## src/rtl/rtc_pkg.sv

```systemverilog
// Shared constants for the RTC bus scheduler: register map, sweep length
// and scheduler state encoding.
package rtc_pkg;

    localparam logic [7:0] RTC_ADDR_SEG_C  = 8'h21;
    localparam logic [7:0] RTC_ADDR_MIN_C  = 8'h22;
    localparam logic [7:0] RTC_ADDR_HORA_C = 8'h23;
    localparam logic [7:0] RTC_ADDR_DIA    = 8'h24;
    localparam logic [7:0] RTC_ADDR_MES    = 8'h25;
    localparam logic [7:0] RTC_ADDR_YEAR   = 8'h26;
    localparam logic [7:0] RTC_ADDR_SEG_T  = 8'h41;
    localparam logic [7:0] RTC_ADDR_MIN_T  = 8'h42;
    localparam logic [7:0] RTC_ADDR_HORA_T = 8'h43;

    localparam int SWEEP_LEN = 9;
    localparam int IDX_W     = 4;

    typedef logic [IDX_W-1:0] sweep_idx_t;

    localparam sweep_idx_t SWEEP_LAST = sweep_idx_t'(SWEEP_LEN - 1);

    typedef enum logic [2:0] {
        ST_IDLE,
        ST_RD_ISSUE,
        ST_RD_WAIT,
        ST_WR_ISSUE,
        ST_WR_WAIT,
        ST_COMMIT
    } state_t;

endpackage

```

## src/rtl/rtc_bus_scheduler.sv

```systemverilog
// Schedules RTC bus transactions: periodic read sweeps of the time, date and
// timer registers committed atomically to the display outputs, plus
// priority writes from the configuration FSM.
module rtc_bus_scheduler
    import rtc_pkg::*;
#(
    parameter logic [7:0] ADDR_SEG_C  = RTC_ADDR_SEG_C,
    parameter logic [7:0] ADDR_MIN_C  = RTC_ADDR_MIN_C,
    parameter logic [7:0] ADDR_HORA_C = RTC_ADDR_HORA_C,
    parameter logic [7:0] ADDR_DIA    = RTC_ADDR_DIA,
    parameter logic [7:0] ADDR_MES    = RTC_ADDR_MES,
    parameter logic [7:0] ADDR_YEAR   = RTC_ADDR_YEAR,
    parameter logic [7:0] ADDR_SEG_T  = RTC_ADDR_SEG_T,
    parameter logic [7:0] ADDR_MIN_T  = RTC_ADDR_MIN_T,
    parameter logic [7:0] ADDR_HORA_T = RTC_ADDR_HORA_T
) (
    input  logic       clk,
    input  logic       reset,
    input  logic       refresh_tick,
    input  logic       wr_req,
    input  logic [7:0] wr_addr,
    input  logic [7:0] wr_data,
    output logic       wr_ack,
    input  logic       alarm_en,
    output logic       bus_req,
    output logic       bus_rd,
    output logic [7:0] bus_addr,
    output logic [7:0] bus_wdata,
    input  logic       bus_done,
    input  logic [7:0] bus_rdata,
    output logic [7:0] cambio_dia,
    output logic [7:0] cambio_mes,
    output logic [7:0] cambio_year,
    output logic [7:0] hora_c,
    output logic [7:0] min_c,
    output logic [7:0] seg_c,
    output logic [7:0] hora_t,
    output logic [7:0] min_t,
    output logic [7:0] seg_t,
    output logic       data_valid,
    output logic       alarma_signal
);

    state_t                          state, next_state;
    sweep_idx_t                      idx;
    logic                            tick_pending;
    logic [SWEEP_LEN-1:0][7:0]       shadow;

    logic bus_req_next;
    logic start_sweep;
    logic next_read;
    logic enter_wr;
    logic rd_done;
    logic wr_done;
    logic do_commit;

    function automatic logic [7:0] sweep_addr(input sweep_idx_t i);
        case (i)
            4'd0:    sweep_addr = ADDR_SEG_C;
            4'd1:    sweep_addr = ADDR_MIN_C;
            4'd2:    sweep_addr = ADDR_HORA_C;
            4'd3:    sweep_addr = ADDR_DIA;
            4'd4:    sweep_addr = ADDR_MES;
            4'd5:    sweep_addr = ADDR_YEAR;
            4'd6:    sweep_addr = ADDR_SEG_T;
            4'd7:    sweep_addr = ADDR_MIN_T;
            4'd8:    sweep_addr = ADDR_HORA_T;
            default: sweep_addr = ADDR_SEG_C;
        endcase
    endfunction

    // State register
    always_ff @(posedge clk or posedge reset) begin
        if (reset) state <= ST_IDLE;
        else       state <= next_state;
    end

    // Next-state decode and per-cycle control strobes
    always_comb begin
        next_state   = state;
        bus_req_next = 1'b0;
        start_sweep  = 1'b0;
        next_read    = 1'b0;
        enter_wr     = 1'b0;
        rd_done      = 1'b0;
        wr_done      = 1'b0;
        do_commit    = 1'b0;
        case (state)
            ST_IDLE: begin
                // wr_ack high means the requester has not yet dropped the
                // request it just had served; do not serve it twice.
                if (wr_req && !wr_ack) begin
                    next_state   = ST_WR_ISSUE;
                    enter_wr     = 1'b1;
                    bus_req_next = 1'b1;
                end else if (tick_pending) begin
                    next_state   = ST_RD_ISSUE;
                    start_sweep  = 1'b1;
                    bus_req_next = 1'b1;
                end
            end
            ST_RD_ISSUE: begin
                next_state   = ST_RD_WAIT;
                bus_req_next = 1'b1;
            end
            ST_RD_WAIT: begin
                bus_req_next = !bus_done;
                if (bus_done) begin
                    rd_done = 1'b1;
                    if (idx == SWEEP_LAST) begin
                        next_state = ST_COMMIT;
                    end else if (wr_req) begin
                        next_state = ST_WR_ISSUE;
                        enter_wr   = 1'b1;
                    end else begin
                        next_state = ST_RD_ISSUE;
                        next_read  = 1'b1;
                    end
                end
            end
            ST_WR_ISSUE: begin
                next_state   = ST_WR_WAIT;
                bus_req_next = 1'b1;
            end
            ST_WR_WAIT: begin
                bus_req_next = !bus_done;
                if (bus_done) begin
                    wr_done    = 1'b1;
                    next_state = ST_IDLE;
                end
            end
            ST_COMMIT: begin
                do_commit  = 1'b1;
                next_state = ST_IDLE;
            end
            default: next_state = ST_IDLE;
        endcase
    end

    // One-deep refresh request; a write also requests a sweep so the display
    // picks up the new value
    always_ff @(posedge clk or posedge reset) begin
        if (reset)                       tick_pending <= 1'b0;
        else if (refresh_tick || wr_done) tick_pending <= 1'b1;
        else if (start_sweep)            tick_pending <= 1'b0;
    end

    // Bus request/address/data registers and read sweep index
    always_ff @(posedge clk or posedge reset) begin
        if (reset) begin
            bus_req   <= 1'b0;
            bus_rd    <= 1'b0;
            bus_addr  <= 8'h00;
            bus_wdata <= 8'h00;
            idx       <= '0;
            wr_ack    <= 1'b0;
        end else begin
            bus_req <= bus_req_next;
            wr_ack  <= wr_done;
            if (start_sweep) begin
                idx      <= '0;
                bus_rd   <= 1'b1;
                bus_addr <= sweep_addr('0);
            end
            if (next_read) begin
                idx      <= idx + 4'd1;
                bus_rd   <= 1'b1;
                bus_addr <= sweep_addr(idx + 4'd1);
            end
            if (enter_wr) begin
                bus_rd    <= 1'b0;
                bus_addr  <= wr_addr;
                bus_wdata <= wr_data;
            end
        end
    end

    // Shadow capture during the sweep and atomic commit to the display outputs
    always_ff @(posedge clk or posedge reset) begin
        if (reset) begin
            shadow      <= '0;
            data_valid  <= 1'b0;
            seg_c       <= 8'h00;
            min_c       <= 8'h00;
            hora_c      <= 8'h00;
            cambio_dia  <= 8'h00;
            cambio_mes  <= 8'h00;
            cambio_year <= 8'h00;
            seg_t       <= 8'h00;
            min_t       <= 8'h00;
            hora_t      <= 8'h00;
        end else begin
            data_valid <= do_commit;
            if (rd_done) shadow[idx] <= bus_rdata;
            if (do_commit) begin
                seg_c       <= shadow[0];
                min_c       <= shadow[1];
                hora_c      <= shadow[2];
                cambio_dia  <= shadow[3];
                cambio_mes  <= shadow[4];
                cambio_year <= shadow[5];
                seg_t       <= shadow[6];
                min_t       <= shadow[7];
                hora_t      <= shadow[8];
            end
        end
    end

    // Alarm is held low while reset is asserted, otherwise follows the
    // committed timer reaching zero
    assign alarma_signal = alarm_en && !reset &&
                           (hora_t == 8'h00) && (min_t == 8'h00) && (seg_t == 8'h00);

endmodule

```

## config.mk

```make
export PLATFORM = sky130hd
export DESIGN_NAME = rtc_bus_scheduler
export DESIGN_NICKNAME = d
export VERILOG_FILES = /design/src/rtl/rtc_pkg.sv /design/src/rtl/rtc_bus_scheduler.sv
export SDC_FILE = /design/constraint.sdc
export NUM_CORES = 1
export LEC_CHECK = 0
export BUFFER_PORTS_ARGS = -buffer_cell sky130_fd_sc_hd__buf_2
export CAP_MARGIN = 10
export CELL_PAD_IN_SITES_DETAIL_PLACEMENT = 2
export CELL_PAD_IN_SITES_GLOBAL_PLACEMENT = 2
export CORE_MARGIN = 2
export CORE_UTILIZATION = 38
export DETAILED_ROUTE_END_ITERATION = 16
export PLACE_DENSITY = 0.74
export SLEW_MARGIN = 10
export SYNTH_ARGS = -nofsm -noshare
export SYNTH_HDL_FRONTEND = slang
export SYNTH_SLANG_ARGS = --single-unit
```

## constraint.sdc

```tcl
create_clock -name clk -period 7.5 [get_ports clk]
set_clock_uncertainty 0.15 [all_clocks]
set_input_delay 2.25 -clock clk [delete_from_list [all_inputs] [get_ports clk]]
set_output_delay 2.25 -clock clk [all_outputs]
set_load 0.02 [all_outputs]
```

==> results of run 1 <==
[metrics by stage]
step | hold WS, ps | instance area (um2)
after floorplan | 310.2 | 6925
after global placement | 304.4 | 7724
after detailed placement | 316.1 | 7724
after CTS | 333.0 | 8341
after global routing | 363.9 | 8341
final | 324.5 | 8341
[metal layers]
metal  track usage, %  wire, um  up-vias  part of all wire [%]
met5                0         0        -                     0
met4            6.220       223        0                   1.3
met3            3.867       626       18                   3.6
met2            32.28      8809       99                    51
met1            24.59      7756     2285                    45
li1                 -         -     1955                     -
[final timing paths]
check	to	slack, ps	cells after the start	from
setup / recovery	alarma_signal	2150	5	alarm_en
hold / removal	bus_wdata[3]$_DFFE_PP0P_	320	2	bus_wdata[3]$_DFFE_PP0P_
setup reg to reg	bus_addr[5]$_DFFE_PP0P_	4950	5	idx[0]$_DFFE_PP0P_
hold reg to reg	bus_wdata[3]$_DFFE_PP0P_	320	2	bus_wdata[3]$_DFFE_PP0P_
max in group asynchronous	idx[1]$_DFFE_PP0P_	3920	3	reset
min in group asynchronous	min_t[1]$_DFFE_PP0P_	1930	2	reset
[registers in the layout (all words and copies together), names as in the netlist, 3 cells and up]
signal and flops:
shadow 72, bus_addr 8, bus_wdata 8, cambio_dia 8, cambio_mes 8, cambio_year 8
hora_c 8, hora_t 8, min_c 8, min_t 8, seg_c 8, seg_t 8
idx 4, state 3
[worst max-delay path, stage by stage]
cell and delay [ps]:
sky130_fd_sc_hd__buf_2 70, sky130_fd_sc_hd__nor4b_1 220, sky130_fd_sc_hd__nand4_1 130, sky130_fd_sc_hd__nor2_1 110, sky130_fd_sc_hd__buf_2 170
[power breakdown]
part	switching [mW]	internal [mW]	total, mW
clock network	0.372	0.545	0.917
logic	0.459	0.345	0.805
registers	0.172	1.17	1.34
total	1.00	2.06	3.06
[cell type report]
class | instances | area, um2
Sequential cell | 172 | 4304
Clock buffer | 20 | 456.7
Clock inverter | 12 | 160.2
Timing Repair Buffer | 123 | 618.1
Fill cell | 1761 | 9562
Inverter | 9 | 38.79
Multi-Input combinational cell | 283 | 2476
Tap cell | 229 | 286.5
[placed cells by master, fill, tap and decap left out, drive strengths merged, types with 3 or more instances in the layout]
cell and count:
nor3 4, nor4 5, nand2 40, and2 4
dfrtp 172, nand2b 3, nand4 3, and3 4
clkinvlp 4, a21oi 8, bufinv 3, nand3 10
nor3b 3, clkbuf 20, inv 12, nor2 10
mux2 144, o21ai 10, a31oi 3, ha 6
nor2b 3, buf 123
[cell families (layout without fill, tap and decap cells)]
kind of cell	after synthesis	after routing	share of synthesized area, %
buffers and inverters	31	164	2.276
adder cells (fa/ha/maj)	6	6	1.084
multiplexers	146	146	23.70
XOR/XNOR	1	1	0.1265
AO/OA/AOI/OAI	33	33	3.036
flip-flops	172	172	62.15
AND/OR/NAND/NOR	97	97	7.624
==> key figures, run 1 <==
Status
  – Outcome: finished clean

CTS
  – Number of clock sinks: 172
  – Cell at the root of the clock tree: sky130_fd_sc_hd__clkbuf_16
  – TritonCTS clock tree: yes
  – Latest clock arrival within the worst-skew pair: 420 ps
  – Number of buffers created by CTS: 17
  – Largest buffer count on any clock path: 2
  – Cts hold-fix bufs: 0
  – CTS H-Tree Depth: 4
  – Post-CTS setup buffer count: 0
  – Clock slew at the register clock pins of the worst setup and hold paths: 60 ps
  – Quantity of gates resized following cts: 0

Placement
  – Post-place setup slack: 2139 ps
  – Half-perimeter wire length after detailed placement: 11340 um
  – Post-placement cell count: 816
  – Placer congestion estimate: 0.7451
  – Count of buffers inserted at the top-level ports: 122

Yosys
  – Count of warnings emitted by yosys: 0
  – Largest area contributor in the netlist: sky130_fd_sc_hd__dfrtp_1
  – Synth area leaders: sky130_fd_sc_hd__dfrtp_1 (62%), sky130_fd_sc_hd__mux2_2 (23%), sky130_fd_sc_hd__nand2_1 (2.0%)
  – #FFs+latches synth: 172
  – Fraction of post-synthesis cell area in the top cell type by area: 62.15%
  – Synth Instances: 486
  – Predominant post-synthesis flop cell: sky130_fd_sc_hd__dfrtp_1
  – Library cell with the highest instance count after synthesis: sky130_fd_sc_hd__dfrtp_1
  – Share of flip-flops with an asynchronous set or reset: 100.0%
  – Synthesized netlist net count: 522
  – Unique cell type count in the Yosys netlist: 47
  – Seq/Total Area, Yosys: 62.15%
  – Number of flops mapped to enable cells by yosys: 0
  – Synthesized cell area: 6925 um2
  – Commonest cells post-synth: sky130_fd_sc_hd__dfrtp_1 (172), sky130_fd_sc_hd__mux2_2 (143), sky130_fd_sc_hd__nand2_1 (36)
  – Avg Cell Area, Syn: 14.25 um2

Global routing
  – Maximum number of pins on one net before global-route repair: 114
  – Overall global routing resource usage: 19.03%
  – Initial antenna violation count: 0
  – Wire length of the first global-routing pass: 28390 um
  – Overflow left after global routing: 0
  – Number of global-route vias before repair: 4961

STA
  – Peak Freq: 187.0 MHz
  – Setup repair after global routing missed its margin: false
  – Final TNS setup: 0 ps
  – Final critical path time including I/O delays and setup: 5349 ps
  – Post-route clock period utilization: 71.32%
  – Worst slew margin: 24.51%
  – Setup violators final: 0
  – Max Transition Viols Final: 0
  – Number of endpoints with negative hold slack in the final report: 0
  – Transition at the pin with the smallest max-transition slack: 1132 ps
  – Worst path setup slack after routing: 2151 ps

Critical path
  – Critical path endpoint category: primary output
  – Kind of critical path: in2out
  – Startpoint class of the critical path: primary input
  – Arr. time, crit path: 2950 ps
  – Biggest fanout along the worst timing path: 1
  – Crit path required time: 5100 ps

Routing
  – Routed WL: 17420 um
  – WL per Instance: 20.54 um
  – DRC marker count from the first detailed-route iteration: 152
  – Routed Antenna Nets: 0
  – Vias per inst: 5.138
  – Total number of vias: 4357
  – Detailed-router iteration count before antenna repair: 4
  – DRC violations left: 0

Final layout
  – Number of standard cells in the final layout excluding fillers: 848
  – Net total in the final layout: 642
  – Post-route core utilization: 46.59%
  – Antenna cell count: 0
  – P&R area growth vs syn: 20.43%
  – Fraction of layout cells with a size suffix above 1: 49.60%

Job
  – Maximum Capacitance Violations: 0

Floorplanning
  – Full die area: 19320 um2
  – Starting density of the core: 38.68%
  – I/O pins: 123
  – Area of the core: 17900 um2
  – Number of cell rows: 49
  – Die Width: 139 um
  – Die boundary height: 139 um

Pwr
  – Total Power Consumption: 3.064 mW
  – Max rail drop VDD: 0.1758 mV
  – Cell area power density: 367.4 nW/um2
  – Static leakage: 4.356 nW

Worst hold path
  – Path category of the worst min-delay check: reg2reg
Power figures use the tool's default switching activity.
==> inputs of run 2 (changes only) <==
ABC_AREA = 1   (was default)
CORE_UTILIZATION = 34   (was 38)
PLACE_DENSITY = 0.76   (was 0.74)
clock period = 5.18 ns   (was 7.5 ns; I/O delays follow)
==> key figures, run 2 <==
Status
  – Outcome: finished clean

Floorplanning
  – I/O pins: 123 (unchanged)
  – Area of the core: 20040 um2 (+12%)
  – Full die area: 21400 um2 (+11%)
  – Number of cell rows: 52 (+6.1%)
  – Die boundary height: 146.3 um (+5.2%)
  – Starting density of the core: 34.35% (-4.3 points)
  – Die Width: 146.3 um (+5.2%)

CTS
  – Latest clock arrival within the worst-skew pair: 430 ps (about the same)
  – Quantity of gates resized following cts: 0 (unchanged)
  – Number of buffers created by CTS: 17 (unchanged)
  – Cell at the root of the clock tree: sky130_fd_sc_hd__clkbuf_16
  – Largest buffer count on any clock path: 2 (unchanged)
  – Post-CTS setup buffer count: 0 (unchanged)
  – Number of clock sinks: 172 (unchanged)
  – Clock slew at the register clock pins of the worst setup and hold paths: 70 ps (about the same)
  – CTS H-Tree Depth: 4 (unchanged)
  – TritonCTS clock tree: yes
  – Cts hold-fix bufs: 0 (unchanged)

Final layout
  – Largest register FFs: 72 (unchanged)
  – Number of standard cells in the final layout excluding fillers: 1147 (+35%)
  – P&R area growth vs syn: 20.65%
  – Antenna cell count: 0 (unchanged)
  – Post-route core utilization: 41.44% (-5.1 points)
  – Most used cells in the layout excluding fill and tap cells: sky130_fd_sc_hd__nand2_1 (220), sky130_fd_sc_hd__dfrtp_1 (172), sky130_fd_sc_hd__o21ai_0 (139)
  – Fraction of layout cells with a size suffix above 1: 19.38% (-30 points)
  – Most common library cell in the layout ignoring fill and taps: sky130_fd_sc_hd__nand2_1
  – Number of fill cells in the layout: 2274 (+29%)
  – Largest register by flop count: shadow
  – Net total in the final layout: 900 (+40%)

Critical path
  – Crit path required time: 3480 ps (-1620 ps)
  – Kind of critical path: in2out
  – Critical register-to-register path startpoint: state[0]$_DFFE_PP0P_
  – Logic depth of the worst register-to-register path: 4 (-1)
  – Arr. time, crit path: 2430 ps (-520 ps)
  – Reg2reg end: shadow[18]$_DFFE_PP0P_
  – Biggest fanout along the worst timing path: 2 (+1)
  – Critical path endpoint category: primary output
  – Startpoint class of the critical path: primary input
  – Launch point of the worst path: reset
  – Setup slack on the worst flop-to-flop path: 2600 ps (-2350 ps)

Yosys
  – Number of flops mapped to enable cells by yosys: 0 (unchanged)
  – Synth area leaders: sky130_fd_sc_hd__dfrtp_1 (63%), sky130_fd_sc_hd__nand2_1 (12%), sky130_fd_sc_hd__o21ai_0 (10%)
  – Synth Instances: 756 (+56%)
  – Fraction of post-synthesis cell area in the top cell type by area: 62.53% (+0.38 points)
  – Unique cell type count in the Yosys netlist: 26 (-45%)
  – Library cell with the highest instance count after synthesis: sky130_fd_sc_hd__nand2_1
  – #FFs+latches synth: 172 (unchanged)
  – Largest area contributor in the netlist: sky130_fd_sc_hd__dfrtp_1
  – Seq/Total Area, Yosys: 62.53% (+0.38 points)
  – Avg Cell Area, Syn: 9.104 um2 (-36%)
  – Share of flip-flops with an asynchronous set or reset: 100.0% (unchanged)
  – Predominant post-synthesis flop cell: sky130_fd_sc_hd__dfrtp_1
  – Synthesized netlist net count: 792 (+52%)
  – Synthesized cell area: 6883 um2 (-0.61%)
  – Commonest cells post-synth: sky130_fd_sc_hd__nand2_1 (220), sky130_fd_sc_hd__dfrtp_1 (172), sky130_fd_sc_hd__o21ai_0 (139)
  – Count of warnings emitted by yosys: 0 (unchanged)

STA
  – Number of endpoints with negative hold slack in the final report: 0 (unchanged)
  – Transition at the pin with the smallest max-transition slack: 1144 ps (+11.61 ps)
  – Post-route clock period utilization: 79.77%
  – Worst slew margin: 23.74% (-0.77 points)
  – Peak Freq: 242.0 MHz
  – Setup repair after global routing missed its margin: false
  – Max Transition Viols Final: 0 (unchanged)
  – Final critical path time including I/O delays and setup: 4132 ps
  – Setup violators final: 0 (unchanged)
  – Final TNS setup: 0 ps (unchanged)
  – Worst path setup slack after routing: 1048 ps (-1103 ps)

Global routing
  – Initial antenna violation count: 0 (unchanged)
  – Wire length of the first global-routing pass: 33150 um (+17%)
  – Number of global-route vias before repair: 6061 (+22%)
  – Overflow left after global routing: 0 (unchanged)
  – Overall global routing resource usage: 19.71% (+0.67 points)
  – Maximum number of pins on one net before global-route repair: 127 (+11%)

Routing
  – Total number of vias: 5497 (+26%)
  – WL per Instance: 17.40 um (-15%)
  – DRC violations left: 0 (unchanged)
  – Routed WL: 19960 um (+15%)
  – Detailed-router iteration count before antenna repair: 4 (unchanged)
  – DRC marker count from the first detailed-route iteration: 233 (+53%)
  – Routed Antenna Nets: 0 (unchanged)
  – Vias per inst: 4.793 (-6.7%)

Pwr
  – Total Power Consumption: 5.299 mW (+73%)
  – Cell area power density: 638.1 nW/um2 (+74%)
  – Max rail drop VDD: 0.2567 mV (+46%)
  – Static leakage: 4.278 nW (-1.8%)

Worst hold path
  – Path category of the worst min-delay check: reg2reg
  – Hold path startpoint: bus_wdata[3]$_DFFE_PP0P_
  – Count of cells along the worst hold path: 2 (unchanged)
  – Worst hold endpoint: bus_wdata[3]$_DFFE_PP0P_

Placement
  – Count of buffers inserted at the top-level ports: 122 (unchanged)
  – Post-place setup slack: 1040 ps (-1099 ps)
  – Placer congestion estimate: 0.8005 (+7.4%)
  – Post-placement cell count: 1115 (+37%)
  – Half-perimeter wire length after detailed placement: 13460 um (+19%)

Job
  – Maximum Capacitance Violations: 0 (unchanged)
[run 2: critical path: stages]
cell and delay (ps):
sky130_fd_sc_hd__buf_2 120, sky130_fd_sc_hd__nor2_1 130, sky130_fd_sc_hd__nand3_1 90, sky130_fd_sc_hd__nor2_1 130, sky130_fd_sc_hd__nand4_1 120, sky130_fd_sc_hd__nor2_1 110, sky130_fd_sc_hd__buf_2 170
[run 2: cells by family after synthesis]
| kind of cell | share of synthesized area (%) |
|---|---|
| buffers and inverters | 7.708 |
| adder cells (fa/ha/maj) | 1.091 |
| AND/OR/NAND/NOR | 17.16 |
| AO/OA/AOI/OAI | 11.51 |
| flip-flops | 62.53 |
[run 2: through the flow]
step	instance area, um2	hold slack, ps
6_report	8304	318.7
5_1_grt	8304	353.9
4_1_cts	8304	326.0
3_5_place_dp	7701	307.7
3_3_place_gp	7701	300.5
2_1_floorplan	6887	296.8
[run 2: how the worst max path moves through the flow]
stage / end / slack (ps) / cells after the start
floorplan: bus_addr[0]$_DFFE_PP0P_ / 1280 / 1
global placement: alarma_signal / 1150 / 7
detailed placement: alarma_signal / 1040 / 7
CTS: alarma_signal / 1040 / 7
global route: alarma_signal / 950 / 7
finish: alarma_signal / 1050 / 7
[run 2: cell type report]
| class | instances | area [um2] | area share [%] |
|---|---|---|---|
| timing repair buffer | 125 | 645.6 | 7.775 |
| sequential | 172 | 4304 | 51.83 |
| multi-input combinational | 452 | 2048 | 24.66 |
| clock buffer | 20 | 456.7 | 5.499 |
| inverter | 96 | 365.4 | 4.400 |
| tap | 270 | 337.8 | 4.068 |
| clock inverter | 12 | 146.4 | 1.763 |
[run 2: power by group]
part | leakage, nW | internal (mW) | switching (mW)
Combinational | 2.00 | 0.553 | 1.24
Clock | 0.293 | 0.749 | 0.566
Sequential | 1.98 | 1.88 | 0.312
[run 2: metal layers]
metal | up-vias | share of wire, % | track usage, %
met2 | 101 | 52 | 34.91
li1 | 2580 | - | -
met1 | 2793 | 43 | 24.35
met5 | - | 0 | 0
met3 | 23 | 3.2 | 4.094
met4 | 0 | 1.5 | 5.777
